`config.mk`:
```
export PLATFORM = sky130hd
export DESIGN_NAME = interrupt_controller
export DESIGN_NICKNAME = d
export VERILOG_FILES = /design/src/rtl/interrupt_controller_pkg.sv /design/src/rtl/sync_edge_detect.sv /design/src/rtl/interrupt_controller.sv
export SDC_FILE = /design/constraint.sdc
export NUM_CORES = 1
export LEC_CHECK = 0
export ABC_AREA = 0
export CORE_MARGIN = 2
export CORE_UTILIZATION = 47
export DETAILED_ROUTE_END_ITERATION = 8
export PLACE_DENSITY_LB_ADDON = 0.25
export SYNTH_ARGS = -nofsm -noshare
export SYNTH_HDL_FRONTEND = slang
export SYNTH_SLANG_ARGS = --single-unit
export TNS_END_PERCENT = 20
```
`constraint.sdc`:
```
create_clock -name Clk -period 1.8 [get_ports Clk]
set_input_delay 0.54 -clock Clk [delete_from_list [all_inputs] [get_ports Clk]]
set_output_delay 0.54 -clock Clk [all_outputs]
set_load 0.01 [all_outputs]
```
`src/rtl/interrupt_controller_pkg.sv`:
```
// Shared definitions for the interrupt front end: cause codes, FSM states and
// the default handler vectors that the control unit's trap path relies on.
package interrupt_controller_pkg;

    localparam int         ADDR_W_DEFAULT     = 9;
    localparam logic [8:0] NMI_VECTOR_DEFAULT = 9'h0A0;
    localparam logic [8:0] INT_VECTOR_DEFAULT = 9'h0C0;

    localparam logic [1:0] CAUSE_NONE = 2'b00;
    localparam logic [1:0] CAUSE_INT  = 2'b01;
    localparam logic [1:0] CAUSE_NMI  = 2'b10;

    typedef enum logic [1:0] {
        IDLE        = 2'b00,
        REQUEST     = 2'b01,
        SERVICE_NMI = 2'b10,
        SERVICE_INT = 2'b11
    } ctrlState;

endpackage

```
`src/rtl/sync_edge_detect.sv`:
```
// Two-flop synchroniser with a rising-edge pulse derived from the synchronised
// level; the history flop's reset value is a parameter.
module sync_edge_detect #(
    parameter logic HIST_RESET = 1'b0
) (
    input  logic Clk,
    input  logic reset,
    input  logic asyncIn,
    output logic syncOut,
    output logic risePulse
);

    logic [1:0] syncStage;
    logic [1:0] fillStage;
    logic       prevSync;

    // The history flop holds its reset value until the synchroniser has filled,
    // so an input already high across reset release never looks like an edge.
    always_ff @(posedge Clk or posedge reset) begin
        if (reset) begin
            syncStage <= 2'b00;
            fillStage <= 2'b00;
            prevSync  <= HIST_RESET;
        end else begin
            syncStage <= {syncStage[0], asyncIn};
            fillStage <= {fillStage[0], 1'b1};
            if (fillStage[1]) begin
                prevSync <= syncStage[1];
            end
        end
    end

    assign syncOut   = syncStage[1];
    assign risePulse = syncStage[1] & ~prevSync;

endmodule

```
`src/rtl/interrupt_controller.sv`:
```
// Interrupt front end: synchronises NMI and maskable inputs, holds IE and
// presents one trap request at a time under a request/ack/return handshake.
module interrupt_controller
    import interrupt_controller_pkg::*;
#(
    parameter int                ADDR_W     = ADDR_W_DEFAULT,
    parameter logic [ADDR_W-1:0] NMI_VECTOR = ADDR_W'(NMI_VECTOR_DEFAULT),
    parameter logic [ADDR_W-1:0] INT_VECTOR = ADDR_W'(INT_VECTOR_DEFAULT)
) (
    input  logic              Clk,
    input  logic              reset,
    input  logic              hardwareInterrupt,
    input  logic              maskableInterrupt,
    input  logic              intEnableSet,
    input  logic              intEnableClr,
    input  logic              trapAck,
    input  logic              trapReturn,
    output logic              trapRequest,
    output logic [ADDR_W-1:0] trapVector,
    output logic [1:0]        trapCause,
    output logic              intEnabled,
    output logic              nmiPending
);

    ctrlState          state, stateNext;
    logic              ieNext, savedIe, savedIeNext;
    logic              nmiPendingNext;
    logic [1:0]        causeNext;
    logic [ADDR_W-1:0] vectorNext;
    logic              inService;
    logic              syncNmi, nmiRise, syncInt;

    sync_edge_detect #(.HIST_RESET(1'b1)) nmiSync (
        .Clk       (Clk),
        .reset     (reset),
        .asyncIn   (hardwareInterrupt),
        .syncOut   (syncNmi),
        .risePulse (nmiRise)
    );

    sync_edge_detect #(.HIST_RESET(1'b0)) intSync (
        .Clk       (Clk),
        .reset     (reset),
        .asyncIn   (maskableInterrupt),
        .syncOut   (syncInt),
        .risePulse ()
    );

    always_ff @(posedge Clk or posedge reset) begin
        if (reset) begin
            state      <= IDLE;
            intEnabled <= 1'b0;
            savedIe    <= 1'b0;
            nmiPending <= 1'b0;
            trapCause  <= CAUSE_NONE;
            trapVector <= '0;
        end else begin
            state      <= stateNext;
            intEnabled <= ieNext;
            savedIe    <= savedIeNext;
            nmiPending <= nmiPendingNext;
            trapCause  <= causeNext;
            trapVector <= vectorNext;
        end
    end

    always_comb begin
        stateNext      = state;
        ieNext         = intEnabled;
        savedIeNext    = savedIe;
        causeNext      = trapCause;
        vectorNext     = trapVector;
        nmiPendingNext = nmiPending | nmiRise;
        inService      = (state == SERVICE_NMI) || (state == SERVICE_INT);

        if (!inService) begin
            if (intEnableClr) begin
                ieNext = 1'b0;
            end else if (intEnableSet) begin
                ieNext = 1'b1;
            end
        end

        // An NMI edge seen this cycle becomes pending next edge; holding the
        // maskable request off for that cycle lets the NMI win a tie.
        case (state)
            IDLE: begin
                if (nmiPending) begin
                    stateNext  = REQUEST;
                    causeNext  = CAUSE_NMI;
                    vectorNext = NMI_VECTOR;
                end else if (syncInt && intEnabled && !nmiRise) begin
                    stateNext  = REQUEST;
                    causeNext  = CAUSE_INT;
                    vectorNext = INT_VECTOR;
                end
            end
            REQUEST: begin
                if (trapAck) begin
                    savedIeNext = intEnabled;
                    ieNext      = 1'b0;
                    if (trapCause == CAUSE_NMI) begin
                        nmiPendingNext = nmiRise;
                        stateNext      = SERVICE_NMI;
                    end else begin
                        stateNext = SERVICE_INT;
                    end
                end
            end
            SERVICE_NMI, SERVICE_INT: begin
                if (trapReturn) begin
                    ieNext     = savedIe;
                    causeNext  = CAUSE_NONE;
                    vectorNext = '0;
                    stateNext  = IDLE;
                end
            end
            default: stateNext = IDLE;
        endcase
    end

    assign trapRequest = (state == REQUEST);

endmodule

```
**Word level (Yosys, flattened, before mapping)**

Cells that the tools add are included.

- Bits in registers: 23
- Bits of input ports: 8
- Output and inout bits: 14
- Word-level logic and storage cells: 51

- Equality and inequality tests: 7
- Muxes and demuxes: 21
- Bitwise logic cells: 3
- Reduce and logical (&&, ||, !) cells: 10

Operators with widths:

| kind | number |
|---|---|
| 9-bit 2-to-1 mux | 3 |
| 9-bit one-hot mux with 2 select lines | 1 |
| 2-bit 2-to-1 mux | 5 |
| 1-bit 2-to-1 mux | 9 |
| 2-bit equality test, second input constant | 3 |
| 2-bit one-hot mux with 3 select lines | 1 |
| 3-bit AND reduction | 2 |
| 2-bit inequality test, second input constant | 2 |
| 2-bit one-hot mux with 2 select lines | 1 |
| 3-bit inequality test, second input constant | 1 |
| 2-bit by 1-bit equality test with 1-bit output, second input constant | 1 |
| 1-bit logical AND | 2 |
| 2-bit zero test | 1 |
| 1-bit one-hot mux with 2 select lines | 1 |
| 2-bit AND reduction | 1 |
| 2-bit nonzero test | 1 |
| 2-bit OR reduction | 1 |
| 1-bit bitwise AND | 1 |
| 1-bit zero test | 1 |
| 1-bit logical OR | 1 |
| 1-bit inverter | 1 |
| 1-bit bitwise OR | 1 |

**Depth between registers and ports, before layout**

- Depth after elaboration: 7
- Mapped depth: 4
- Depth with buffers taken out: 3

**Hierarchy**

From an unflattened synthesis, not the netlist that was laid out.

- Cell total of the unflattened synthesis: 67
- Area, all modules: 787.0 um^2

Modules (own cells, without submodules):

| module | instances | cells an instance | area an instance (um^2) | sequential area each (um^2) |
|---|---|---|---|---|
| interrupt_controller | 1 | 49 | 478.0 | 200.2 |
| sync_edge_detect at nmiSync | 1 | 9 | 155.1 | 126.4 |
| sync_edge_detect at intSync | 1 | 9 | 153.9 | 125.1 |

**Worst setup path before layout**

No wires, ideal clock.

- Kind: flip-flop to output port
- Start: register state[1]
- End: output port trapRequest
- Arrival: 0.697 ns
- Required time: 1.260 ns
- Setup slack: 0.563 ns
- Stages on the path, launching flop included: 3
- Buffers on the path: 1
- Path through: dfrtp_1 -> buf_6 -> and2b_2

- Longest elaborated chain between the ends: 1

RTL lines:

| what | RTL line | RTL |
|---|---|---|
| from (decl) | interrupt_controller.sv:25 | `ctrlState state, stateNext;` |
| from (signal assigned) | interrupt_controller.sv:58 | `state <= stateNext;` |
| 2-bit by 1-bit equality test with 1-bit output | interrupt_controller.sv:122 | `assign trapRequest = (state == REQUEST);` |
| to (decl) | interrupt_controller.sv:18 | `output logic trapRequest,` |

Every way passes these cells.

**Final worst setup path**

- Start: register trapVector[7]
- End: output port trapVector[7]

RTL lines:

| what | RTL line | RTL |
|---|---|---|
| from (decl) | interrupt_controller.sv:19 | `output logic [ADDR_W-1:0] trapVector,` |
| from (signal assigned) | interrupt_controller.sv:63 | `trapVector <= vectorNext;` |

No word-level cell between the ends.

==> flow_summary.ini <==
[global_route]
grt_max_degree = 16
grt_pass1_wl_um = 2060
overflow = 0
grt_pass1_vias = 484
grtUsageTotal_pct = 15.0
antenna_found_initial = 0

[finish]
final_cell_area_um2 = 855
layout.nets = 85
syn_to_final_growth_pct = 25.3
layout-drive-gt1-share_pct = 21.1
utilization_pct = 64.1
diodes = 0

[placed_design]
pre_cts_slack_ps = 132
place_area_um2 = 821
io_buffers = 15
gp_congestion = 0.735
hpwl_um = 829

[worst_hold_path]
whs_endpoint = nmiSync.fillStage[1]
hp-class = reg -> reg
hold_depth = 0
worstHoldStart = nmiSync.fillStage[0]

[worst_setup_path]
path_buf_inv = 1
startpoint_type = register
slowest_delay_ps = 530
r2r_start = nmiSync.prevSync
endpoint_kind = output port
crit_family = buffers and inverters
rrSetupSlack_ps = 590
cp.required_ps = 1260
worstReg2RegEnd = trapVector[5]
cp_max_fo = 2
critical_path_class = reg -> out
crit_chain = clkdlybuf4s50_1
rr_worst_depth = 3
crit_slowest_cell = clkdlybuf4s50_1
crit_arrival_ps = 1160

[floorplanning]
ios = 22
die_area_um2 = 1770
start_util_pct = 51.1
core_um2 = 1330
die_h_um = 42.1
rows = 13
die_x_um = 42.1

[flow_run]
drv_cap = 0

[yosys]
synth_edf_count = 0
ys_seq_elements = 15
yosys_warnings = 0
avgSynthCellArea_um2 = 12.0
ys_seq_area_share_pct = 55.2
synth_area_um2 = 682
ys.flop_type = dfrtp_1
synthTopCellsByCount = dfrtp_1 (14), buf_4 (8), o21ai_0 (5)
ys_types = 26
synth_top_area_share_pct = 51.4
async_reset_ff_share_pct = 100
synthCells = 57
post-synth-top-count-cell = dfrtp_1
synth_top_area_cell = dfrtp_1
netlist_top_cells_area = dfrtp_1 (51%), buf_4 (8.8%), dfstp_2 (3.9%)

[detailed_routing]
first_pass_iters = 4
wl_um = 1080
drc = 0
vias_per_cell = 5.14
ant_nets = 0
route.vias.total = 468
drt_iter0_drc = 3
wl_per_cell_um = 11.8

[sta]
rsz0062_at_grt = false
timing.final.ws_setup_ps = 102
fin_crit_sh_pct = 94.3
fmax_mhz = 589
tightest_slew_ps = 567
slew_violations = 0
finalHoldViolCount = 0
setup_tns_ps = 0
min_period_ps = 1700
fin_skew_ps = 0.374
slew_headroom_pct = 62.2
setup_viol_count_final = 0

[run_status]
status = complete, no violations

[clock_network]
cts_sinks = 15
insertion_delay_ps = 270
htree_levels = 1
cts-buffers-inserted = 3
clkSlewWorstSetupHoldPaths_ps = 90
cts_root_buf = clkbuf_4
cts_tree = yes
cts_buffer_depth = 2
cts_hold_buf = 0

[pwr]
p_leak_nw = 0.442
ir_worst_vdd_mv = 0.673
power_density_nw_per_um2 = 1370
total_power_mw = 1.17
## cell usage in the layout (no fill, tap or decap), types with 2 or more instances in the layout
master and n:
nand2b_1 3, dlygate4sd2_1 5, o21ai_0 5, dfrtp_1 14, conb_1 7, buf_4 4, clkdlybuf4s50_1 8, inv_1 4
dlymetal6s2s_1 2, clkbuf_4 3, a31oi_1 2
## sequential cells by signal, indices dropped and copies added (netlist names)
name and count:
trapVector 2, nmiSync.syncStage 2, state 2, intSync.syncStage 2, savedIe 1, nmiSync.fillStage 2, nmiPending 1, intEnabled 1
trapCause 1, nmiSync.prevSync 1
## final cells by class
cell class | instances | area [µm²]
Clock buffer | 3 | 22.5
Clock inverter | 1 | 5.00
Fill cell | 115 | 479
Inverter | 4 | 15.0
Multi-Input combinational cell | 34 | 238
Sequential cell | 15 | 377
Tap cell | 15 | 18.8
Timing Repair Buffer | 19 | 179
## cell families (layout without fill, tap and decap cells)
kind of cell / Yosys count / count (layout) / synth area share (%)
DFF: 15 / 15 / 55.2
AOI/OAI and AO/OA: 13 / 13 / 11.9
buffers and inverters: 13 / 27 / 12.7
and+or+nand+nor: 11 / 11 / 13.8
muxes: 3 / 3 / 5.32
other: 2 / 7 / 1.10
## worst max-delay path by stage
stage | startpoint | to | cells after the start
after CTS | trapCause[0] | trapVector[6] | 1
after global placement | trapAck | state[0] | 4
after global routing | trapVector[7] | trapVector[7] | 1
final | trapVector[7] | trapVector[7] | 1
after floorplan | state[1] | trapRequest | 2
after detailed placement | trapAck | state[0] | 4
## timing repair
action	4_1_cts	5_1_grt
endpoints found under the setup margin	5	2
buffers inserted	0	1
gates resized for setup	5	2
pin swaps	0	0
## per-stage QoR
stage	hold slack (ps)	cells
after floorplan	331	62
after global placement	333	86
after detailed placement	337	86
after CTS	358	90
after global routing	366	91
final	355	91
## layer usage
layer | wire, µm | GRT usage, % | up-vias
li1 | - | - | 218
met1 | 488 | 19.7 | 235
met2 | 526 | 24.1 | 15
met3 | 63 | 3.88 | 0
met4 | 0 | 5.63 | 0
met5 | 0 | 0 | -
## power breakdown
group | switching [mW] | internal [mW]
combinational | 0.223 | 0.261
clock | 0.101 | 0.0822
sequential | 0.0747 | 0.425
total | 0.399 | 0.768
Power figures use the tool's default switching activity.
